===== src/rtl/cell_alu_pipe.sv =====
// Two-stage cell arithmetic pipeline: S1 holds operands (and walks cell rows for AVG),
// S2 is the output register behind a valid/ready handshake.
//
// state    | meaning
// ---------+-----------------------------------------------------------
// S1_EMPTY | no operands held; input may be accepted
// S1_LOAD  | operands held; non-AVG result ready for S2, AVG starts row 0
// S1_ACC   | AVG adding one cell row per cycle
// S1_READY | AVG sum complete; quotient waits for S2
module cell_alu_pipe #(
    parameter int CHANNEL_WIDTH = 8,
    parameter int CHANNEL_NUM   = 3,
    parameter int CELL_N        = 3,
    parameter int SATURATE      = 1
) (
    input  logic                                                clk,
    input  logic                                                rst_n,
    input  logic                                                in_valid,
    output logic                                                in_ready,
    input  logic [3:0]                                          in_opcode,
    input  logic [CHANNEL_WIDTH*CHANNEL_NUM*CELL_N*CELL_N-1:0]  in_cell_a,
    input  logic [CHANNEL_WIDTH*CHANNEL_NUM*CELL_N*CELL_N-1:0]  in_cell_b,
    input  logic [CHANNEL_WIDTH-1:0]                            in_imm,
    output logic                                                out_valid,
    input  logic                                                out_ready,
    output logic [CHANNEL_WIDTH*CHANNEL_NUM-1:0]                out_pixel,
    output logic                                                out_sat,
    output logic                                                out_illegal
);
    localparam int CW     = CHANNEL_WIDTH;
    localparam int CN     = CHANNEL_NUM;
    localparam int N      = CELL_N;
    localparam int PW     = CW * CN;
    localparam int CELL_W = PW * N * N;
    localparam int NSQ    = N * N;
    localparam int ACC_W  = CW + $clog2(NSQ);
    localparam int ROW_W  = $clog2(N);
    localparam int CENTRE = ((N - 1) / 2) * N + (N - 1) / 2;

    localparam logic [3:0] OP_ADD   = 4'd0;
    localparam logic [3:0] OP_ADDI  = 4'd1;
    localparam logic [3:0] OP_SUB   = 4'd2;
    localparam logic [3:0] OP_SUBI  = 4'd3;
    localparam logic [3:0] OP_MULT  = 4'd4;
    localparam logic [3:0] OP_MULTI = 4'd5;
    localparam logic [3:0] OP_DIV2  = 4'd6;
    localparam logic [3:0] OP_INV   = 4'd7;
    localparam logic [3:0] OP_AND   = 4'd8;
    localparam logic [3:0] OP_OR    = 4'd9;
    localparam logic [3:0] OP_NOR   = 4'd10;
    localparam logic [3:0] OP_AVG   = 4'd11;

    typedef enum logic [1:0] {S1_EMPTY, S1_LOAD, S1_ACC, S1_READY} s1State_t;

    s1State_t                  s1State;
    s1State_t                  s1Next;
    logic [3:0]                opReg;
    logic [CELL_W-1:0]         cellAReg;
    logic [PW-1:0]             bReg;
    logic [CW-1:0]             immReg;
    logic [ROW_W-1:0]          rowCnt;
    logic [CN-1:0][ACC_W-1:0]  accReg;
    logic [CN-1:0][ACC_W-1:0]  rowSum;
    logic                      isAvg;
    logic                      s2Free;
    logic                      s1Xfer;
    logic                      accept;
    logic [PW-1:0]             resPixel;
    logic                      resSat;
    logic                      resIllegal;
    logic [CW-1:0]             chA;
    logic [CW-1:0]             chOperand;
    logic [CW-1:0]             chRes;
    logic [CW:0]               chSum;
    logic [2*CW-1:0]           chProd;

    // Only the centre pixel of cell B takes part in any operation.
    logic unusedCellB;
    assign unusedCellB = ^in_cell_b;

    always_ff @(posedge clk) begin
        if (!rst_n) begin
            s1State <= S1_EMPTY;
        end else begin
            s1State <= s1Next;
        end
    end

    always_comb begin
        s1Next = s1State;
        case (s1State)
            S1_EMPTY: if (accept) s1Next = S1_LOAD;
            S1_LOAD: begin
                if (isAvg) begin
                    s1Next = S1_ACC;
                end else if (s1Xfer) begin
                    s1Next = accept ? S1_LOAD : S1_EMPTY;
                end
            end
            S1_ACC:   if (rowCnt == ROW_W'(N - 1)) s1Next = S1_READY;
            S1_READY: if (s1Xfer) s1Next = accept ? S1_LOAD : S1_EMPTY;
            default:  s1Next = S1_EMPTY;
        endcase
    end

    always_comb begin
        isAvg    = (opReg == OP_AVG);
        s2Free   = !out_valid || out_ready;
        s1Xfer   = s2Free && (((s1State == S1_LOAD) && !isAvg) || (s1State == S1_READY));
        in_ready = rst_n && ((s1State == S1_EMPTY) || s1Xfer);
        accept   = in_valid && in_ready;
    end

    // Per-channel sum of the cell row selected by rowCnt.
    always_comb begin
        rowSum = '0;
        for (int c = 0; c < N; c++) begin
            for (int k = 0; k < CN; k++) begin
                rowSum[k] = rowSum[k] + ACC_W'(cellAReg[(int'(rowCnt) * N + c) * PW + k * CW +: CW]);
            end
        end
    end

    always_ff @(posedge clk) begin
        if (!rst_n) begin
            opReg    <= '0;
            cellAReg <= '0;
            bReg     <= '0;
            immReg   <= '0;
            rowCnt   <= '0;
            accReg   <= '0;
        end else begin
            if (accept) begin
                opReg    <= in_opcode;
                cellAReg <= in_cell_a;
                bReg     <= in_cell_b[CENTRE*PW +: PW];
                immReg   <= in_imm;
            end
            if (((s1State == S1_LOAD) && isAvg) || (s1State == S1_ACC)) begin
                for (int k = 0; k < CN; k++) begin
                    accReg[k] <= ((s1State == S1_LOAD) ? '0 : accReg[k]) + rowSum[k];
                end
                rowCnt <= (rowCnt == ROW_W'(N - 1)) ? '0 : rowCnt + ROW_W'(1);
            end
        end
    end

    always_comb begin
        resPixel   = '0;
        resSat     = 1'b0;
        resIllegal = 1'b0;
        chA        = '0;
        chOperand  = '0;
        chRes      = '0;
        chSum      = '0;
        chProd     = '0;
        for (int k = 0; k < CN; k++) begin
            chA       = cellAReg[CENTRE*PW + k*CW +: CW];
            chOperand = ((opReg == OP_ADDI) || (opReg == OP_SUBI) || (opReg == OP_MULTI))
                        ? immReg : bReg[k*CW +: CW];
            chSum     = {1'b0, chA} + {1'b0, chOperand};
            chProd    = {{CW{1'b0}}, chA} * {{CW{1'b0}}, chOperand};
            chRes     = chA;
            case (opReg)
                OP_ADD, OP_ADDI: begin
                    if ((SATURATE != 0) && chSum[CW]) begin
                        chRes  = '1;
                        resSat = 1'b1;
                    end else begin
                        chRes = chSum[CW-1:0];
                    end
                end
                OP_SUB, OP_SUBI: begin
                    if ((SATURATE != 0) && (chA < chOperand)) begin
                        chRes  = '0;
                        resSat = 1'b1;
                    end else begin
                        chRes = chA - chOperand;
                    end
                end
                OP_MULT, OP_MULTI: begin
                    if ((SATURATE != 0) && (|chProd[2*CW-1:CW])) begin
                        chRes  = '1;
                        resSat = 1'b1;
                    end else begin
                        chRes = chProd[CW-1:0];
                    end
                end
                OP_DIV2: chRes = chA >> 1;
                OP_INV:  chRes = ~chA;
                OP_AND:  chRes = chA & chOperand;
                OP_OR:   chRes = chA | chOperand;
                OP_NOR:  chRes = ~(chA | chOperand);
                OP_AVG:  chRes = CW'(accReg[k] / ACC_W'(NSQ));
                default: begin
                    chRes      = chA;
                    resIllegal = 1'b1;
                end
            endcase
            resPixel[k*CW +: CW] = chRes;
        end
    end

    // A transfer on the same edge as a downstream accept keeps out_valid high.
    always_ff @(posedge clk) begin
        if (!rst_n) begin
            out_valid   <= 1'b0;
            out_pixel   <= '0;
            out_sat     <= 1'b0;
            out_illegal <= 1'b0;
        end else if (s1Xfer) begin
            out_valid   <= 1'b1;
            out_pixel   <= resPixel;
            out_sat     <= resSat;
            out_illegal <= resIllegal;
        end else if (out_ready) begin
            out_valid <= 1'b0;
        end
    end

endmodule


===== config.mk =====
export PLATFORM = sky130hd
export DESIGN_NAME = cell_alu_pipe
export DESIGN_NICKNAME = d
export VERILOG_FILES = /design/src/rtl/cell_alu_pipe.sv
export SDC_FILE = /design/constraint.sdc
export NUM_CORES = 2
export LEC_CHECK = 0
export BUFFER_PORTS_ARGS = -buffer_cell sky130_fd_sc_hd__buf_4
export CELL_PAD_IN_SITES_DETAIL_PLACEMENT = 0
export CELL_PAD_IN_SITES_GLOBAL_PLACEMENT = 1
export CORE_UTILIZATION = 44
export CTS_CLUSTER_DIAMETER = 150
export DETAILED_ROUTE_END_ITERATION = 10
export PLACE_DENSITY = 0.94
export SYNTH_ARGS = -nofsm -noshare
export SYNTH_HDL_FRONTEND = slang
export SYNTH_SLANG_ARGS = --single-unit

===== constraint.sdc =====
create_clock -name clk -period 9.35 [get_ports clk]
set_clock_uncertainty 0.1 [all_clocks]
set_input_delay 0.935 -clock clk [delete_from_list [all_inputs] [get_ports clk]]
set_output_delay 0.935 -clock clk [all_outputs]
set_load 0.01 [all_outputs]

# After elaboration in Yosys (flattened, before gate mapping)
# Index checks and enable logic that the tools add are counted.
totals:
  out_inout_bits: 28
  word_cells: 152
  regBits: 319
classes:
  shift: 9
  div_mod_pow: 3
  n_bitwise: 12
  mul: 7
  order_cmp: 3
  n_mux: 40
  n_eq_ne: 17
  reduce_logical: 24
  n_addsub: 24
op_table:
  columns: ["op", "count"]
  rows:
  - ["variable part select 216 x 32 -> 8 bit", 8]
  - ["case mux 8 bit (9 select lines)", 3]
  - ["variable part select 216 x 12 -> 8 bit", 1]
  - ["adder 32 x 5 -> 32 bit, second input constant", 3]
  - ["two-way mux 8 bit", 12]
  - ["adder 32 x 6 -> 32 bit, second input constant", 2]
  - ["multiplier 32 x 3 -> 29 bit, second input constant", 2]
  - ["adder 8 x 8 -> 9 bit", 6]
  - ["multiplier 8 x 8 -> 16 bit", 3]
  - ["NOT 8 bit", 6]
  - ["adder 12 x 10 -> 12 bit", 3]
  - ["divider 12 x 4 -> 12 bit, second input constant", 3]
  - ["two-way mux 12 bit", 3]
  - ["adder 32 x 2 -> 32 bit, second input constant", 1]
  - ["adder 9 x 8 -> 10 bit", 3]
  - ["bitwise AND 8 bit", 3]
  - ["< comparator 8 bit", 3]
  - ["bitwise OR 8 bit", 3]
  - ["OR reduction 8 bit", 3]
  - ["subtractor 8 bit", 3]
  - ["== test 4 x 3 -> 1 bit, second input constant", 4]
  - ["== test 4 bit, second input constant", 4]
  - ["two-way mux 1 bit", 13]
  - ["OR reduction 12 bit", 1]
  - ["22 further kinds", 43]

# Logic depth before layout (Yosys ltp)
depth:
  word_depth: 12
  depth_mapped: 34

# Least setup slack after synthesis
# No wires, ideal clock.
synth_path:
  kind: "reg2reg"
  start: "register rowCnt[0]"
  end: "register accReg[22] in the netlist's numbering"
  setup_ps: 115
  stages_incl_launch_ff: 33
  n_path_buf: 8
  t_required_ps: 9135
  setup_slack_ps: 1069
  t_arrival_ps: 8066
  path_cell_list: "dfxtp_1 -> clkbuf_1 -> buf_1 -> inv_2 -> buf_1 -> clkbuf_1 -> ha_1 -> clkbuf_1 -> clkbuf_1 -> xor2_1 -> ha_1 -> nand2_1 -> xnor2_1 -> clkbuf_1 -> clkbuf_1 -> nand2_1 -> o22ai_1 -> o211ai_1 -> fa_1 -> inv_1 -> fa_1 -> ha_1 -> a21o_1 -> a21o_1 -> a21o_1 -> a21oi_1 -> o21bai_1 -> a21oi_1 -> nor2b_1 -> o21a_1 -> o21ai_0 -> xor2_1 -> and2_1"
synth_via:
  elab_chain_len: 8
  word_cells_on_any_way: 15
  classes_between: "8 x add/sub; 4 x mul; 3 x shift"
synth_rtl:
  columns: ["item", "line_no", "text"]
  rows:
  - ["from (decl)", "61", "logic [ROW_W-1:0] rowCnt;"]
  - ["from (signal assigned)", "143", "rowCnt <= (rowCnt == ROW_W'(N - 1)) ? '0 : rowCnt + ROW_W'(1);"]
  - ["multiplier 2 x 2 -> 4 bit *", "119", "rowSum[k] = rowSum[k] + ACC_W'(cellAReg[(int'(rowCnt) * N + c) * PW + k * CW +: CW]);"]
  - ["adder 32 x 2 -> 32 bit", "119", null]
  - ["multiplier 32 x 3 -> 29 bit", "119", null]
  - ["adder 32 x 5 -> 32 bit", "119", null]
  - ["variable part select 216 x 32 -> 8 bit", "119", null]
  - ["adder 8 x 8 -> 9 bit", "119", null]
  - ["adder 9 x 8 -> 10 bit *", "119", null]
  - ["adder 12 x 10 -> 12 bit *", "141", "accReg[k] <= ((s1State == S1_LOAD) ? '0 : accReg[k]) + rowSum[k];"]
  - ["to (signal, indexed assignment)", "141", null]
  - ["to (decl)", "62", "logic [CN-1:0][ACC_W-1:0] accReg;"]
# Mark *: on every way between the ends. The rest lies on a longest branch, timed or not.
# A chain may end at the register's enable or synchronous reset.

# Worst setup path after layout
layout_path:
  start: "register opReg[2]"
  end: "register out_sat"
layout_via:
  elab_chain_len: 12
  word_cells_on_any_way: 43
  classes_between: "3 x add/sub; 3 x mul; 3 x order compare; 6 x eq/ne; 15 x mux; 13 x reduce/logical"
layout_rtl:
  columns: ["item", "line_no", "text"]
  rows:
  - ["from (decl)", "57", "logic [3:0] opReg;"]
  - ["from (signal assigned)", "134", "opReg <= in_opcode;"]
  - ["== test 4 x 1 -> 1 bit / == test 4 x 2 -> 1 bit (equally long branches)", "159, 164", null]
  - ["logical OR 1 bit (2 in a row)", "159", "chOperand = ((opReg == OP_ADDI) || (opReg == OP_SUBI) || (opReg == OP_MULTI))"]
  - ["two-way mux 8 bit", "160", "? immReg : bReg[k*CW +: CW];"]
  - ["multiplier 8 x 8 -> 16 bit", "162", "chProd = {{CW{1'b0}}, chA} * {{CW{1'b0}}, chOperand};"]
  - ["OR reduction 8 bit", "182", "if ((SATURATE != 0) && (|chProd[2*CW-1:CW])) begin"]
  - ["two-way mux 1 bit", "182", null]
  - ["case mux 1 bit (3 select lines)", "164", "case (opReg)"]
  - ["two-way mux 1 bit (on tied branches)", "182, 166, 174", null]
  - ["case mux 1 bit (3 select lines)", "164", null]
  - ["two-way mux 1 bit (on tied branches)", "182, 166, 174", null]
  - ["case mux 1 bit (3 select lines)", "164", null]
  - ["to (signal assigned)", "214", "out_sat <= resSat;"]
  - ["to (decl)", "27", "output logic out_sat,"]
# Parallel ways exist; a longest one is shown, timed or not.

==> reports/results.tsv <==
metric	value	unit
final setup fails	0	
VDD IR-drop max	96.3	µV
crit path buf inv count	7	
Nets	5509	
I/O Buffers	283	
antenna viol nets, final	0	
global placement routability congestion	1.04	
die width	281	µm
crit path max-delay cell type	a211oi_1	
ratio of cells with drive above 1 in the final layout	12.3	%
vias in the first global route	30900	
hold_buf cts	0	
most frequent CP cell	inv_1	
met1 usage	39.7	%
max-slew violations	0	
max_slew headroom	18.7	%
Seq/Total Area, Yosys	18.7	%
H-tree Lvls	2	
met2 GRT Util	47.3	%
Mean Syn Cell Area	7.43	µm²
P_leak	0.0159	µW
Synth Flop Type	dfxtp_1	
Yosys reg bits	319	
grt met3 use	4.76	%
path type of the worst min-delay path	reg -> reg	
Root Driver	clkbuf_16	
worst-skew pair later-pin latency	0.60	ns
via/cell ratio	5.83	
RSZ-0062 raised after global routing	false	
grt ovf	0	
Clock Pin Slew Worst Setup and Hold Paths	0.06	ns
Pwr Density	122	nW/µm²
worst slack at placement	1.54	ns
final setup TNS	0	ns
r2r startpoint	opReg[2]$_SDFFE_PN0P_	
via count	33400	
Final Hold Viols	0	
antenna cells	0	
Crit path required time	9.69	ns
setup slack after layout	1.30	ns
first-pass GRT wire length	183	mm
largest net degree at the start of global routing	256	
die footprint	78800	µm²
Longest Clk Path Bufs	3	
DRT Pass-1 Iters	7	
Wirelength per Cell	21.2	µm
Core Area	76500	µm²
mapped cell area	34200	µm²
gr usage total	30.3	%
Worst path top cell family by delay	compound AO/OA/AOI/OAI gates	
FFs w/ async S/R, synth	0	%
crit path time final	8.05	ns
initial DRC count	3536	
dpl hpwl	93.8	mm
placed insts	5657	
CP Class	reg -> reg	
Setup crit start	opReg[2]$_SDFFE_PN0P_	
# DRC	0	
num ports	476	
Post-Layout Cell Count	5729	
CTS Buf Count	40	
critical path arrival	8.39	ns
Crit path largest cell delay	0.83	ns
Post CTS Setup Buffer Count	0	
CTS tree	done	
Hold Startpoint	bReg[6]$_SDFFE_PN0P_	
Rows	101	
Post-CTS Resized	0	
routed wire length	122	mm
Netlist cell types	101	
DIE HEIGHT	281	µm
Starting Density	44.7	%
status	complete, no violations	
clk sinks	319	
Fmax	124	MHz
initial antenna violation count	1	
Max Cap Viol	0	
fin crit share	86.1	%
yosys warns	0	
synthesized netlist cell count	4601	
Post-synth EDFFs	0	
CP Launch Type	register	
Synthesized Nets	5441	
most crowded layer after global routing	met2	
CP max FO	22	
area grow syn2layout	12.2	%
measured slew at the worst slew-check pin	1.22	ns
crit end category	register	
[cell usage in the layout, fill, tap and decap left out, types with 9 or more instances in the layout]
cell / instances
a211o_1: 16
a211oi_1: 31
a21boi_0: 37
a21o_1: 32
a21oi_1: 265
a221oi_1: 17
a22oi_1: 11
a31o_2: 9
a31oi_1: 24
and2_1: 77
and3_1: 11
buf_4: 323
clkbuf_16: 42
clkinv_1: 14
dfxtp_1: 318
fa_1: 162
ha_1: 228
inv_1: 294
mux2_2: 62
mux2i_1: 169
mux4_2: 61
nand2_1: 885
nand2b_1: 54
nand3_1: 64
nor2_1: 381
nor2b_1: 47
nor3_1: 54
nor4_1: 11
o211a_1: 9
o211ai_1: 85
o21a_1: 12
o21ai_0: 500
o21bai_1: 31
o221ai_1: 14
o22a_1: 11
o22ai_1: 24
o31ai_1: 12
or2_2: 9
xnor2_1: 58
xor2_1: 33
[synth_stat cells, drive strengths merged, types with 11 or more instances]
| library cell | instances | area (µm²) |
|---|---|---|
| fa | 162 | 3240 |
| inv | 296 | 1110 |
| o21a | 12 | 90.1 |
| mux4 | 61 | 1370 |
| or2 | 12 | 75.1 |
| a21oi | 266 | 1340 |
| and3 | 12 | 75.1 |
| mux2 | 62 | 698 |
| nand3 | 64 | 320 |
| o22a | 11 | 96.3 |
| o21ai | 508 | 2550 |
| a211oi | 33 | 258 |
| dfxtp | 319 | 6390 |
| a21boi | 39 | 293 |
| o22ai | 25 | 163 |
| nor2b | 48 | 303 |
| buf | 49 | 213 |
| nor4 | 12 | 81.3 |
| nand2b | 54 | 338 |
| clkbuf | 253 | 950 |
| a31oi | 24 | 150 |
| nor2 | 382 | 1430 |
| o21bai | 31 | 233 |
| o31ai | 13 | 111 |
| a221oi | 20 | 205 |
| and2 | 78 | 488 |
| o221ai | 14 | 123 |
| a22oi | 12 | 95.1 |
| xor2 | 34 | 298 |
| a211o | 16 | 140 |
| xnor2 | 59 | 517 |
| clkinv | 14 | 52.6 |
| ha | 230 | 2880 |
| a21o | 32 | 240 |
| mux2i | 170 | 1710 |
| nor3 | 56 | 280 |
| nand2 | 885 | 3320 |
| o211ai | 86 | 651 |
[per-layer routing]
metal	up-vias	part of all wire, %	wire, µm
li1	16000	-	-
met1	15700	42	50700
met2	1416	44	54000
met3	271	7.8	9440
met4	0	6.1	7420
met5	-	0	0
[worst reg2reg max path: cells and delay by family (launching register included)]
kind                     cells  cell delay, ns
AO/OA/AOI/OAI               13            3.39
adder cells (fa/ha/maj)      5            1.82
buffers and inverters        7            0.84
AND/OR/NAND/NOR              6            1.44
flip-flops                   1            0.29
[worst paths after layout]
kind | end | cells after the start | slack (ns)
min | bReg[6]$_SDFFE_PN0P_ | 2 | 0.36
max | out_sat$_SDFFE_PN0P_ | 31 | 1.30
max reg2reg | out_sat$_SDFFE_PN0P_ | 31 | 1.30
min reg2reg | bReg[6]$_SDFFE_PN0P_ | 2 | 0.36
[final cells by class]
type | count | area [µm²]
clock buffer | 52 | 1160
clock inverter | 20 | 294
fill | 7588 | 38100
timing repair buffer | 328 | 2520
tap | 1030 | 1290
multi-input combinational | 3670 | 25500
inverter | 310 | 1160
sequential | 319 | 6390
[where the power goes]
part	leakage (µW)	internal, µW	switching (µW)
clock network	0.000692	1020	664
logic	0.0126	543	846
registers	0.00262	1470	148
total	0.0159	3030	1660
[stage by stage]
| stage | utilization, % | power [µW] | hold WS [ns] | instance area, µm² |
|---|---|---|---|---|
| after detailed placement | 48.3 | 2990 | 0.349 | 36900 |
| after CTS | 50.2 | 4680 | 0.359 | 38400 |
| after global routing | 50.2 | 4910 | 0.378 | 38400 |
| after floorplan | - | 2460 | 0.336 | 34200 |
| after global placement | 48.3 | 2960 | 0.347 | 36900 |
| final | 50.2 | 4690 | 0.362 | 38400 |
[flip-flops by register name, indices dropped and copies added (netlist names)]
signal       cells
accReg          36
cellAReg       216
opReg            4
rowCnt           2
out_valid        1
bReg            24
s1State          2
immReg           8
out_pixel       24
out_illegal      1
out_sat          1
[logic make-up after synthesis]
| family | synth area share, % |
|---|---|
| AO/OA/AOI/OAI | 22.3 |
| XOR/XNOR | 2.38 |
| adder cells (fa/ha/maj) | 18.0 |
| buffers and inverters | 6.80 |
| flip-flops | 18.7 |
| multiplexers | 11.0 |
| AND/OR/NAND/NOR | 20.8 |
No activity file was read; power rests on OpenSTA's default activity.
